### src/rtl/ripple_count_sampler.sv
// Samples a free-running ripple counter from another clock domain, accepts only settled values,
// and reports wrap-arounds and illegal steps between accepted values.
module ripple_count_sampler #(
    parameter int unsigned WIDTH         = 3,
    parameter int unsigned SYNC_STAGES   = 2,
    parameter int unsigned STABLE_CYCLES = 3,
    parameter int unsigned WRAPS_W       = 8
) (
    input  logic               clk,
    input  logic               rst,
    input  logic [WIDTH-1:0]   cnt_in,
    input  logic               clr,
    output logic [WIDTH-1:0]   count_out,
    output logic               update,
    output logic               wrap,
    output logic               skip_err,
    output logic [WRAPS_W-1:0] wrap_cnt
);

    localparam int unsigned    StabW   = $clog2(STABLE_CYCLES + 1);
    localparam logic [StabW-1:0] StabMax = StabW'(STABLE_CYCLES);
    localparam logic [WIDTH-1:0] CntMax  = '1;

    if (SYNC_STAGES < 2) begin : g_bad_sync
        $error("SYNC_STAGES must be at least 2");
    end
    if (STABLE_CYCLES < 1) begin : g_bad_stable
        $error("STABLE_CYCLES must be at least 1");
    end

    logic [WIDTH-1:0]   sync_q [SYNC_STAGES];
    logic [WIDTH-1:0]   sync_s;
    logic [WIDTH-1:0]   cand_q, cand_d;
    logic [StabW-1:0]   stab_q, stab_d;
    logic [WIDTH-1:0]   count_q, count_d;
    logic               update_q, update_d;
    logic               wrap_q, wrap_d;
    logic               skip_q, skip_d;
    logic [WRAPS_W-1:0] wcnt_q, wcnt_d;
    logic               accept;
    logic               step_ok;
    logic               wrap_evt;

    // Plain flop chain: nothing may look at cnt_in before the last stage.
    always_ff @(posedge clk) begin
        if (!rst) begin
            for (int unsigned i = 0; i < SYNC_STAGES; i++) begin
                sync_q[i] <= '0;
            end
        end else begin
            sync_q[0] <= cnt_in;
            for (int unsigned i = 1; i < SYNC_STAGES; i++) begin
                sync_q[i] <= sync_q[i-1];
            end
        end
    end

    assign sync_s = sync_q[SYNC_STAGES-1];

    always_comb begin
        cand_d = cand_q;
        stab_d = stab_q;
        if (sync_s != cand_q) begin
            cand_d = sync_s;
            stab_d = StabW'(1);
        end else if (stab_q < StabMax) begin
            stab_d = stab_q + 1'b1;
        end
    end

    // Steps and wraps are judged against the value being replaced.
    assign accept   = (stab_q == StabMax) && (cand_q != count_q);
    assign step_ok  = (cand_q == WIDTH'(count_q + 1'b1));
    assign wrap_evt = (count_q == CntMax) && (cand_q == '0);

    always_comb begin
        count_d  = accept ? cand_q : count_q;
        update_d = accept;
        wrap_d   = accept && wrap_evt;
        skip_d   = clr ? 1'b0 : skip_q;
        wcnt_d   = clr ? '0 : wcnt_q;
        if (accept && !step_ok) begin
            skip_d = 1'b1;
        end
        if (accept && wrap_evt && (wcnt_d != '1)) begin
            wcnt_d = wcnt_d + 1'b1;
        end
    end

    always_ff @(posedge clk) begin
        if (!rst) begin
            cand_q   <= '0;
            stab_q   <= '0;
            count_q  <= '0;
            update_q <= 1'b0;
            wrap_q   <= 1'b0;
            skip_q   <= 1'b0;
            wcnt_q   <= '0;
        end else begin
            cand_q   <= cand_d;
            stab_q   <= stab_d;
            count_q  <= count_d;
            update_q <= update_d;
            wrap_q   <= wrap_d;
            skip_q   <= skip_d;
            wcnt_q   <= wcnt_d;
        end
    end

    assign count_out = count_q;
    assign update    = update_q;
    assign wrap      = wrap_q;
    assign skip_err  = skip_q;
    assign wrap_cnt  = wcnt_q;

endmodule

### config.mk
export PLATFORM = sky130hd
export DESIGN_NAME = ripple_count_sampler
export DESIGN_NICKNAME = d
export VERILOG_FILES = /design/src/rtl/ripple_count_sampler.sv
export SDC_FILE = /design/constraint.sdc
export NUM_CORES = 1
export LEC_CHECK = 0
export BUFFER_PORTS_ARGS = -buffer_cell sky130_fd_sc_hd__buf_2
export CORE_MARGIN = 5
export CORE_UTILIZATION = 48
export CTS_CLUSTER_DIAMETER = 200
export CTS_CLUSTER_SIZE = 10
export DETAILED_ROUTE_END_ITERATION = 10
export PLACE_DENSITY = 0.71
export SYNTH_ARGS = -nofsm -noshare
export SYNTH_HDL_FRONTEND = slang
export SYNTH_SLANG_ARGS = --single-unit
### constraint.sdc
create_clock -name clk -period 1.6 [get_ports clk]
set_clock_uncertainty 0.05 [all_clocks]
set_input_delay 0.08 -clock clk [delete_from_list [all_inputs] [get_ports clk]]
set_output_delay 0.08 -clock clk [all_outputs]
set_load 0.02 [all_outputs]
Yosys cells after proc, flatten, opt, wreduce, memory -nomap -nowiden. Memory sizes are Yosys's and may differ from the RTL's. Cells that the tools add are included.

Register bits: 19. Bits in writable memories: 6. Input port bits: 6. Logic and storage cells: 42. Memories: 1.

Add/sub/neg operators: 3. Magnitude comparators: 1. Equal/unequal tests: 6. Muxes and demuxes: 10. Bitwise operators: 3. Reductions and logical operators: 10.

Memories: sync_q (words 2, width 3, rd ports 2, clocked after Yosys merged registers in 0, wr ports 2, line 31) `logic [WIDTH-1:0] sync_q [SYNC_STAGES];`.

Operator list (count): $mux 8 (2); $add 8x1->8 const B (1); $ne 8x8->1 const B (1); $mux 1 (6); $mux 3 (2); $ne 3x3->1 (2); $logic_and 1x1->1 (5); $reduce_bool 2->1 (2); $add 3x1->3 const B (1); $eq 3x3->1 (1); $eq 3x3->1 const B (1); $logic_not 3->1 (1); $add 2x1->2 const B (1); $eq 2x2->1 const B (1); $lt 2x2->1 const B (1); $or 1x1->1 (2); $reduce_or 2->1 (1); $logic_not 1->1 (1); $not 1->1 (1).

Longest topological paths before layout. Gate-level depths: netlist of run 1.

Depth in word-level cells: 5. Depth in mapped cells: 8.

Worst setup path before layout of run 1. Ideal clock, no wire load.

Path kind: flip-flop to flip-flop. Start point: register count_q[1] (netlist: count_out[1]). End point: register wcnt_q[6] (netlist: wrap_cnt[6]). Setup time: 0.070 ns. Arrival: 1.745 ns. Required time: 1.480 ns. Setup slack: -0.264 ns. Cell stages (with the launch flop): 9. Buffers on the path: 1. Period minus slack after synthesis: 1.864 ns. Path through: dfxtp_1 > ha_1 > ha_1 > nand2_1 > nor4_4 > nand3_2 > buf_6 > or3_1 > a21oi_1.

Word-level cells in the longest chain between the ends: 5.

RTL lines: from (decl) (line 35) `logic [WIDTH-1:0] count_q, count_d;`; from (signal assigned) (line 102) `count_q <= count_d;`; $ne 3x3->1 / $eq 3x3->1 (equally long branches) (line 72, 74); $logic_and 1x1->1 (on tied branches) (line 72, 74); $logic_and 1x1->1 * (2 in series) (line 85) `if (accept && wrap_evt && (wcnt_d != '1)) begin`; $mux 8 * (line 85); to (signal assigned) (line 106) `wcnt_q <= wcnt_d;`; to (decl) (line 39) `logic [WRAPS_W-1:0] wcnt_q, wcnt_d;`.

Mark *: on every way between the ends. The rest lies on a longest branch, timed or not. A chain may end at the register's enable or synchronous reset.

Final worst setup path of run 1.
Start point: register count_q[0] (netlist: count_out[0]). End point: register wcnt_q[3] (netlist: wrap_cnt[3]).

Same word-level chain as after synthesis.

==> impl_metrics.py, run 1 <==
metrics = {
    "synthesis": {
        "async_flop_share": 0,
        "ys_seq_area_frac": 0.4449,
        "synthSimpleGateAreaFrac": 0.2481,
        "synth.distinct_cells": 31,
        "yosysTopAreaCellShare": 0.4449,
        "synthMuxAreaShare": 0.03671,
        "syn_inst": 112,
        "synth_edf_count": 0,
        "syn_area_mm2": 0.001125,
        "synthTopCellsByArea": "dfxtp_1, and2_1, xor2_1, ha_1, xnor2_1",
        "yosys.cell_count.top_type": "dfxtp_1",
        "yosysWarnings": 0,
        "synthFlopType": "dfxtp_1",
        "synth_top_cell_by_area": "dfxtp_1",
        "synth_compound_area_frac": 0.08120,
        "synth_top_family_by_area": "simple AND/OR/NAND/NOR gates",
        "ys_ff_latch": 25,
        "avgSynthCellArea_um2": 10.04,
        "synth-xor-area-share": 0.09344,
        "synthTopCellsByCount": "dfxtp_1, and2_1, xor2_1, nor2b_1",
        "synth_nets": 122,
        "yosys.area_share.adder": 0.04449,
    },
    "sta": {
        "period_share": 1.054,
        "min_period_ns": 1.687,
        "grt_setup_unrepaired": "yes",
        "fmax_mhz": 592.9,
        "slew_headroom": 0.7634,
        "setup_viol": 4,
        "worst_slew_pin_slew_ns": 0.3544,
        "slew_viol_final": 0,
        "fin_ws_ns": -0.08667,
        "finalHoldViolCount": 0,
        "setup_tns_ns": -0.2107,
    },
    "cts": {
        "clock_path_buffers": 2,
        "cts_tree": "built",
        "cts_htree_levels": 1,
        "root_buffer": "clkbuf_4",
        "numCtsBuffers": 3,
        "insertion_delay_ns": 0.31,
        "clock-sinks": 25,
        "cts.clk_slew.worst_paths_ns": 0.13,
    },
    "placed_design": {
        "port_buffers": 19,
        "dp_slack_ns": -0.08938,
        "hpwlAfterDp_mm": 1.652,
        "gp_congestion": 0.7533,
        "numPlacedInstances": 163,
    },
    "setup_path": {
        "arrival_ns": 1.90,
        "crit_type": "register to register",
        "cp.required_ns": 1.81,
        "worst_setup_path_end_kind": "register",
        "regToRegSetupSlack_ns": -0.09,
        "r2r_cells": 7,
        "r2r_start": "count_out[0]",
        "cp_max_fo": 6,
        "start_kind": "register",
        "timing.rr.end": "wrap_cnt[3]",
    },
    "hold_path": {
        "hold_path_depth": 3,
        "worstHoldEndpoint": "wrap_cnt[1]",
        "hp-start": "rst",
        "holdCritPathClass": "input port to register",
    },
    "layout": {
        "final_util": 0.6560,
        "area_growth_pct": 30.26,
        "layout-drive-gt1-share": 0.4014,
        "instances_no_fill": 175,
        "nFillCells": 191,
        "fin_nets": 158,
        "diodes": 0,
    },
    "floorplan": {
        "row_count": 17,
        "boundaryPins": 20,
        "fp.dieW_um": 58.41,
        "dieArea_mm2": 0.003412,
        "coreArea_mm2": 0.002233,
        "dieHeight_um": 58.41,
        "start_util": 0.5036,
    },
    "drt": {
        "post_drt_via_cell_ratio": 5.137,
        "drt_iter0_markers": 15,
        "post_drt_wl_per_cell_um": 13.90,
        "wl_mm": 2.432,
        "drtAntennaViolNets": 0,
        "first_pass_iters": 4,
        "drcViolationCount": 0,
        "vias": 899,
    },
    "run_status": {
        "status": "finished with violations",
        "violations": "setup timing",
    },
    "grt": {
        "antenna_found_initial": 0,
        "grt_max_degree": 27,
        "gr-total-overflow": 0,
        "gr-usage-all-layers": 0.1557,
        "grt_pass1_vias": 903,
        "grt_pass1_wl_mm": 4.029,
    },
    "power": {
        "swShare": 0.2315,
        "power_w": 0.001004,
        "p_int_w": 0.0007715,
        "combPwrFrac": 0.083,
        "switchingPower_w": 0.0002324,
        "power.density_mw_per_mm2": 685.2,
        "power_leakage_nw": 0.6577,
        "seqPwrFrac": 0.645,
        "vdd_ir_drop_max_mv": 0.5650,
        "power.share.clock": 0.272,
    },
    "job": {
        "cap_violations": 0,
    },
}
## state kept, by name, summed over array words and instances (netlist names)
name,count
wrap_cnt,8
sync_q,6
cand_q,3
count_out,3
stab_q,2
skip_err,1
update,1
wrap,1
## layer usage
| layer | vias to the layer above | global-route usage | share of wire |
|---|---|---|---|
| met5 | - | 0 | 0 |
| met4 | 0 | 0.07616 | 0.012 |
| met3 | 4 | 0.04386 | 0.047 |
| met2 | 21 | 0.2616 | 0.51 |
| met1 | 419 | 0.1805 | 0.43 |
| li1 | 455 | - | - |
## how the worst max path moves through the flow
stage | from | to | slack (ns)
after floorplan | count_out[0] | wrap_cnt[6] | -0.12
after global placement | count_out[0] | wrap_cnt[3] | -0.01
after detailed placement | count_out[0] | wrap_cnt[3] | -0.09
after CTS | count_out[0] | wrap_cnt[3] | -0.06
after global routing | count_out[0] | wrap_cnt[3] | -0.19
final | count_out[0] | wrap_cnt[3] | -0.09
## power groups by stage
stage	sequential (W)	clock (W)	combinational (W)
finish	0.000647	0.000273	0.0000835
global route	0.000649	0.000320	0.0000938
CTS	0.000647	0.000292	0.0000744
detailed placement	0.000661	0	0.0000684
global placement	0.000659	0	0.0000637
floorplan	0.000656	0	0.0000505
## placed cells by master, fill, tap and decap left out, types with 3 or more instances in the layout
master         count
clkbuf_4           3
xor2_1             7
buf_4             14
dfxtp_2            3
o21ai_0            4
and2_1            11
dlygate4sd3_1      3
buf_2             19
and3_2             3
nor2b_1            4
nand2_1            3
nand4_1            3
mux2i_1            3
dfxtp_1           20
xnor2_1            4
nand3_1            5
inv_1              4
## per-stage QoR
stage	area [um2]	hold slack, ns
floorplan	1137	0.1573
global placement	1300	0.2350
detailed placement	1300	0.2396
CTS	1396	0.1086
global route	1465	0.1311
finish	1465	0.1210
## worst max-delay path, cell delays in order, from the launching register on
cell,delay [ns]
dfxtp_4,0.39
ha_4,0.13
ha_4,0.13
nand2_4,0.05
nor4_4,0.17
nand3_2,0.18
or3_4,0.40
a21oi_2,0.13
## cells by family after synthesis
kind of cell             count (synthesis)
AND/OR/NAND/NOR                         43
flip-flops                              25
AO/OA/AOI/OAI                           14
XOR/XNOR                                12
buffers and inverters                   10
multiplexers                             4
adder cells (fa/ha/maj)                  4
## final cells by class
cell class | count | area (um2) | area share
clock buffers | 3 | 22.52 | 0.01537
well taps | 28 | 35.03 | 0.02391
repair buffers | 37 | 241.5 | 0.1648
clock inverters | 1 | 5.005 | 0.003416
flip-flops and latches | 25 | 511.7 | 0.3493
inverters | 4 | 15.01 | 0.01025
multi-input cells | 77 | 634.4 | 0.4330
## timing repair
item,in CTS,in global routing
resized for setup,6,11
setup endpoints to repair,7,8
pin swaps,1,8
hold buffers,3,0
endpoints found under the hold margin,3,0
setup buffers,1,4
Note: power is estimated with default switching activity, not from simulation.
==> inputs of run 2 (changes only) <==
--- a/config.mk
+++ b/config.mk
@@ -6,11 +6,13 @@
 export NUM_CORES = 1
 export LEC_CHECK = 0
 export BUFFER_PORTS_ARGS = -buffer_cell sky130_fd_sc_hd__buf_2
+export CORE_ASPECT_RATIO = 1.1
 export CORE_MARGIN = 5
 export CORE_UTILIZATION = 48
 export CTS_CLUSTER_DIAMETER = 200
 export CTS_CLUSTER_SIZE = 10
 export DETAILED_ROUTE_END_ITERATION = 10
+export GPL_ROUTABILITY_DRIVEN = 1
 export PLACE_DENSITY = 0.71
 export SYNTH_ARGS = -nofsm -noshare
 export SYNTH_HDL_FRONTEND = slang
==> impl_metrics.py, run 2 (synthesis results as in run 1) <==
metrics = {
    "run_status": {
        "status": "finished with violations",
        "violations": "setup timing",
    },
    "drt": {
        "post_drt_wl_per_cell_um": 12.29,
        "drtAntennaViolNets": 0,
        "wl_met2_mm": 1.015,
        "wl_met1_um": 964,
        "drcViolationCount": 0,
        "vias": 854,
        "dr_wl_met3_um": 119,
        "drt_iter0_markers": 12,
        "top_layer": "met4",
        "post_drt_via_cell_ratio": 4.936,
        "first_pass_iters": 4,
        "wl_mm": 2.127,
    },
    "floorplan": {
        "dieHeight_um": 60.77,
        "coreArea_mm2": 0.002252,
        "boundaryPins": 20,
        "row_count": 18,
        "fp.dieW_um": 56.16,
        "start_util": 0.4994,
        "dieArea_mm2": 0.003413,
    },
    "sta": {
        "setup_viol": 4,
        "min_period_ns": 1.649,
        "fin_ws_ns": -0.04875,
        "holdWs_ns": 0.1232,
        "slew_headroom": 0.7536,
        "slew_viol_final": 0,
        "fmax_mhz": 606.5,
        "setup_tns_ns": -0.08574,
        "grt_setup_unrepaired": "yes",
        "worst_slew_pin_slew_ns": 0.3697,
        "finalHoldViolCount": 0,
        "period_share": 1.030,
    },
    "cts": {
        "cts_htree_levels": 1,
        "clock_path_buffers": 2,
        "cts_tree": "built",
        "insertion_delay_ns": 0.32,
        "root_buffer": "clkbuf_4",
        "clock-sinks": 25,
        "cts.clk_slew.worst_paths_ns": 0.14,
        "numCtsBuffers": 3,
    },
    "grt": {
        "grt_max_degree": 27,
        "grt_pass1_wl_mm": 3.746,
        "gr-usage-all-layers": 0.1398,
        "gr-total-overflow": 0,
        "grt_pass1_vias": 835,
        "antenna_found_initial": 0,
    },
    "setup_path": {
        "worst_setup_path_end_kind": "register",
        "start_kind": "register",
        "cp.required_ns": 1.81,
        "crit_type": "register to register",
        "arrival_ns": 1.86,
        "cp_max_fo": 5,
    },
    "layout": {
        "layout-drive-gt1-share": 0.3566,
        "layout_common_cells": "dfxtp_1, buf_2, and2_1",
        "instances_no_fill": 173,
        "final_util": 0.6317,
        "final_common_cell": "dfxtp_1",
        "design_area_mm2": 0.001423,
        "largest_reg_flops": 8,
        "fin_nets": 154,
        "diodes": 0,
        "area_growth_pct": 26.47,
    },
    "placed_design": {
        "numPlacedInstances": 165,
        "port_buffers": 19,
        "hpwlAfterDp_mm": 1.486,
        "gp_congestion": 0.8247,
        "placed_cell_area_mm2": 0.001303,
    },
    "job": {
        "cap_violations": 0,
    },
    "power": {
        "vdd_ir_drop_max_mv": 0.5108,
        "power.density_mw_per_mm2": 710.4,
        "power_leakage_nw": 0.6319,
    },
    "hold_path": {
        "holdCritPathClass": "input port to register",
    },
}
[run 2: per-stage QoR]
step                      setup WS [ns]  total power, W
final                          -0.04875        0.001011
after CTS                      -0.06049        0.001024
after floorplan                 -0.1205       0.0007067
after detailed placement       -0.07849       0.0007266
after global placement        -0.004872       0.0007231
after global routing            -0.1733        0.001061
[run 2: power breakdown]
group | leakage [nW] | internal, W | switching [W]
Clock | 0.0139 | 0.0000956 | 0.000194
Combinational | 0.412 | 0.0000378 | 0.0000373
Sequential | 0.206 | 0.000635 | 0.0000110
Total | 0.632 | 0.000768 | 0.000242
[run 2: timing repair]
item                                   CTS  global route
endpoints found under the hold margin    3             0
pin swaps                                1             4
buffers inserted                         1             1
hold buffers                             3             0
setup endpoints to repair                7             8
resized for setup                        7             4
[run 2: worst max-delay path: stages (launching register included)]
cell	delay, ns
dfxtp_4	0.38
ha_4	0.14
ha_4	0.13
nand2_4	0.05
nor4_4	0.18
nand3_2	0.16
or3_1	0.36
a21oi_1	0.14
[run 2: path summary, 6_finish.rpt]
path	cells past startpoint	endpoint	slack, ns	startpoint
max	7	wrap_cnt[3]	-0.05	count_out[0]
min	4	wrap_cnt[1]	0.12	clr
max reg2reg	7	wrap_cnt[3]	-0.05	count_out[0]
min reg2reg	1	sync_q[0][4]	0.40	sync_q[0][1]
[run 2: layout make-up]
cell class / count / area, um2
flip-flops and latches: 25 / 510.5
clock inverters: 1 / 7.507
repair buffers: 33 / 211.5
clock buffers: 3 / 22.52
well taps: 30 / 37.54
fillers: 198 / 829.5
inverters: 4 / 15.01
multi-input cells: 77 / 618.1
[run 2: per-layer routing]
metal,GRT usage,up-vias
met4,0.07119,0
li1,-,445
met2,0.2337,17
met3,0.03404,4
met5,0,-
met1,0.1701,388
==> inputs of run 3 (changes only) <==
--- a/config.mk
+++ b/config.mk
@@ -7,7 +7,7 @@
 export LEC_CHECK = 0
 export BUFFER_PORTS_ARGS = -buffer_cell sky130_fd_sc_hd__buf_2
 export CORE_ASPECT_RATIO = 1.1
-export CORE_MARGIN = 5
+export CORE_MARGIN = 2
 export CORE_UTILIZATION = 48
 export CTS_CLUSTER_DIAMETER = 200
 export CTS_CLUSTER_SIZE = 10
==> impl_metrics.py, run 3 (synthesis results as in run 1) <==
metrics = {
    "floorplan": {
        "start_util": 0.5045,
        "dieArea_mm2": 0.002747,
        "boundaryPins": 20,
        "coreArea_mm2": 0.002230,
        "row_count": 18,
        "fp.dieW_um": 50.16,
        "dieHeight_um": 54.77,
    },
    "power": {
        "vdd_ir_drop_max_mv": 0.4736,
        "power.density_mw_per_mm2": 698.4,
        "power_w": 0.0009997,
        "power_leakage_nw": 0.6459,
    },
    "drt": {
        "vias": 857,
        "post_drt_via_cell_ratio": 4.925,
        "wl_mm": 2.181,
        "drt_iter0_markers": 6,
        "post_drt_wl_per_cell_um": 12.53,
        "first_pass_iters": 5,
        "drtAntennaViolNets": 0,
        "drcViolationCount": 0,
    },
    "grt": {
        "grtUsageMet2": 0.3311,
        "met1_usage": 0.2127,
        "grt_pass1_vias": 857,
        "gr-total-overflow": 0,
        "grt_busiest_layer": "met2",
        "grt_util_met3": 0.03279,
        "grt_max_degree": 27,
        "gr-usage-all-layers": 0.1794,
        "grt_pass1_wl_mm": 3.657,
        "antenna_found_initial": 0,
    },
    "setup_path": {
        "cp_max_fo": 6,
        "r2r_start": "count_out[0]",
        "start_kind": "register",
        "crit_type": "register to register",
        "worst_setup_path_end_kind": "register",
        "crit_path_start": "count_out[0]",
        "arrival_ns": 1.81,
        "cp.required_ns": 1.81,
    },
    "placed_design": {
        "hpwlAfterDp_mm": 1.515,
        "placed_cell_area_mm2": 0.001318,
        "gp_congestion": 0.8155,
        "port_buffers": 19,
        "numPlacedInstances": 167,
    },
    "cts": {
        "clock-sinks": 25,
        "insertion_delay_ns": 0.31,
        "cts_tree": "built",
        "root_buffer": "clkbuf_4",
        "cts.clk_slew.worst_paths_ns": 0.13,
        "clock_path_buffers": 2,
        "numCtsBuffers": 3,
        "cts_setup_buffers": 0,
        "cts_htree_levels": 1,
    },
    "sta": {
        "grt_setup_unrepaired": "yes",
        "min_period_ns": 1.607,
        "finalHoldViolCount": 0,
        "slew_viol_final": 0,
        "setup_viol": 1,
        "worst_slew_pin_slew_ns": 0.3645,
        "period_share": 1.005,
        "setup_tns_ns": -0.007323,
        "slew_headroom": 0.7570,
        "fin_ws_ns": -0.007323,
        "fmax_mhz": 622.2,
    },
    "layout": {
        "area_growth_pct": 27.25,
        "largest_reg_flops": 8,
        "final_util": 0.6420,
        "instances_no_fill": 174,
        "nFillCells": 194,
        "layout-drive-gt1-share": 0.3819,
        "diodes": 0,
        "fin_nets": 155,
        "layout_common_cells": "dfxtp_1, buf_2, and2_1, buf_4, xor2_1",
        "design_area_mm2": 0.001431,
    },
    "run_status": {
        "violations": "setup timing",
        "status": "finished with violations",
    },
    "hold_path": {
        "hp-start": "clr",
        "holdCritPathClass": "input port to register",
    },
    "job": {
        "cap_violations": 0,
    },
}
[run 3: changes by cell type in the layout (fill, tap and decap cells not counted), sizes merged]
cell / delta
buf: +1
clkinv: +1
clkinvlp: -1
[run 3: power by group]
part	internal [W]	switching, W	total [W]
clock network	0.0000935	0.000185	0.000278
logic	0.0000383	0.0000366	0.0000749
registers	0.000635	0.0000116	0.000647
[run 3: worst max-delay path, stage by stage (launching register included)]
cell     delay, ns
dfxtp_4       0.38
ha_4          0.13
ha_4          0.13
nand2_4       0.05
nor4_4        0.16
nand3_2       0.16
or3_1         0.34
a21oi_1       0.14
[run 3: cell type report]
class / count / area, um2 / area share
clock buffers: 3 / 22.52 / 0.01573
clock inverters: 1 / 5.005 / 0.003497
inverters: 4 / 15.01 / 0.01049
multi-input cells: 77 / 619.3 / 0.4327
flip-flops and latches: 25 / 513.0 / 0.3584
well taps: 30 / 37.54 / 0.02622
repair buffers: 34 / 219.0 / 0.1530
[run 3: metal layers]
metal / vias up / part of all wire
met5: - / 0
met4: 0 / 0.0060
met3: 2 / 0.030
met2: 17 / 0.49
met1: 388 / 0.47
li1: 450 / -
[run 3: final timing paths]
path	end	slack [ns]	cells past startpoint
max	wrap_cnt[6]	-0.007	7
min	wrap_cnt[5]	0.13	3
max reg2reg	wrap_cnt[6]	-0.007	7
min reg2reg	sync_q[0][5]	0.40	1
[run 3: repair_timing]
action	CTS	global route
resized for setup	6	9
pin swaps	2	4
hold buffers	3	0
setup endpoints to repair	4	9
gates cloned	0	0
endpoints found under the hold margin	3	0
[run 3: through the flow]
stage                     setup slack (ns)  hold WS, ns
after floorplan                    -0.1205       0.1573
after global placement           -0.009177       0.2352
after detailed placement          -0.03112       0.2438
after CTS                        -0.009898       0.1214
after global routing              -0.09745       0.1392
final                            -0.007323       0.1321
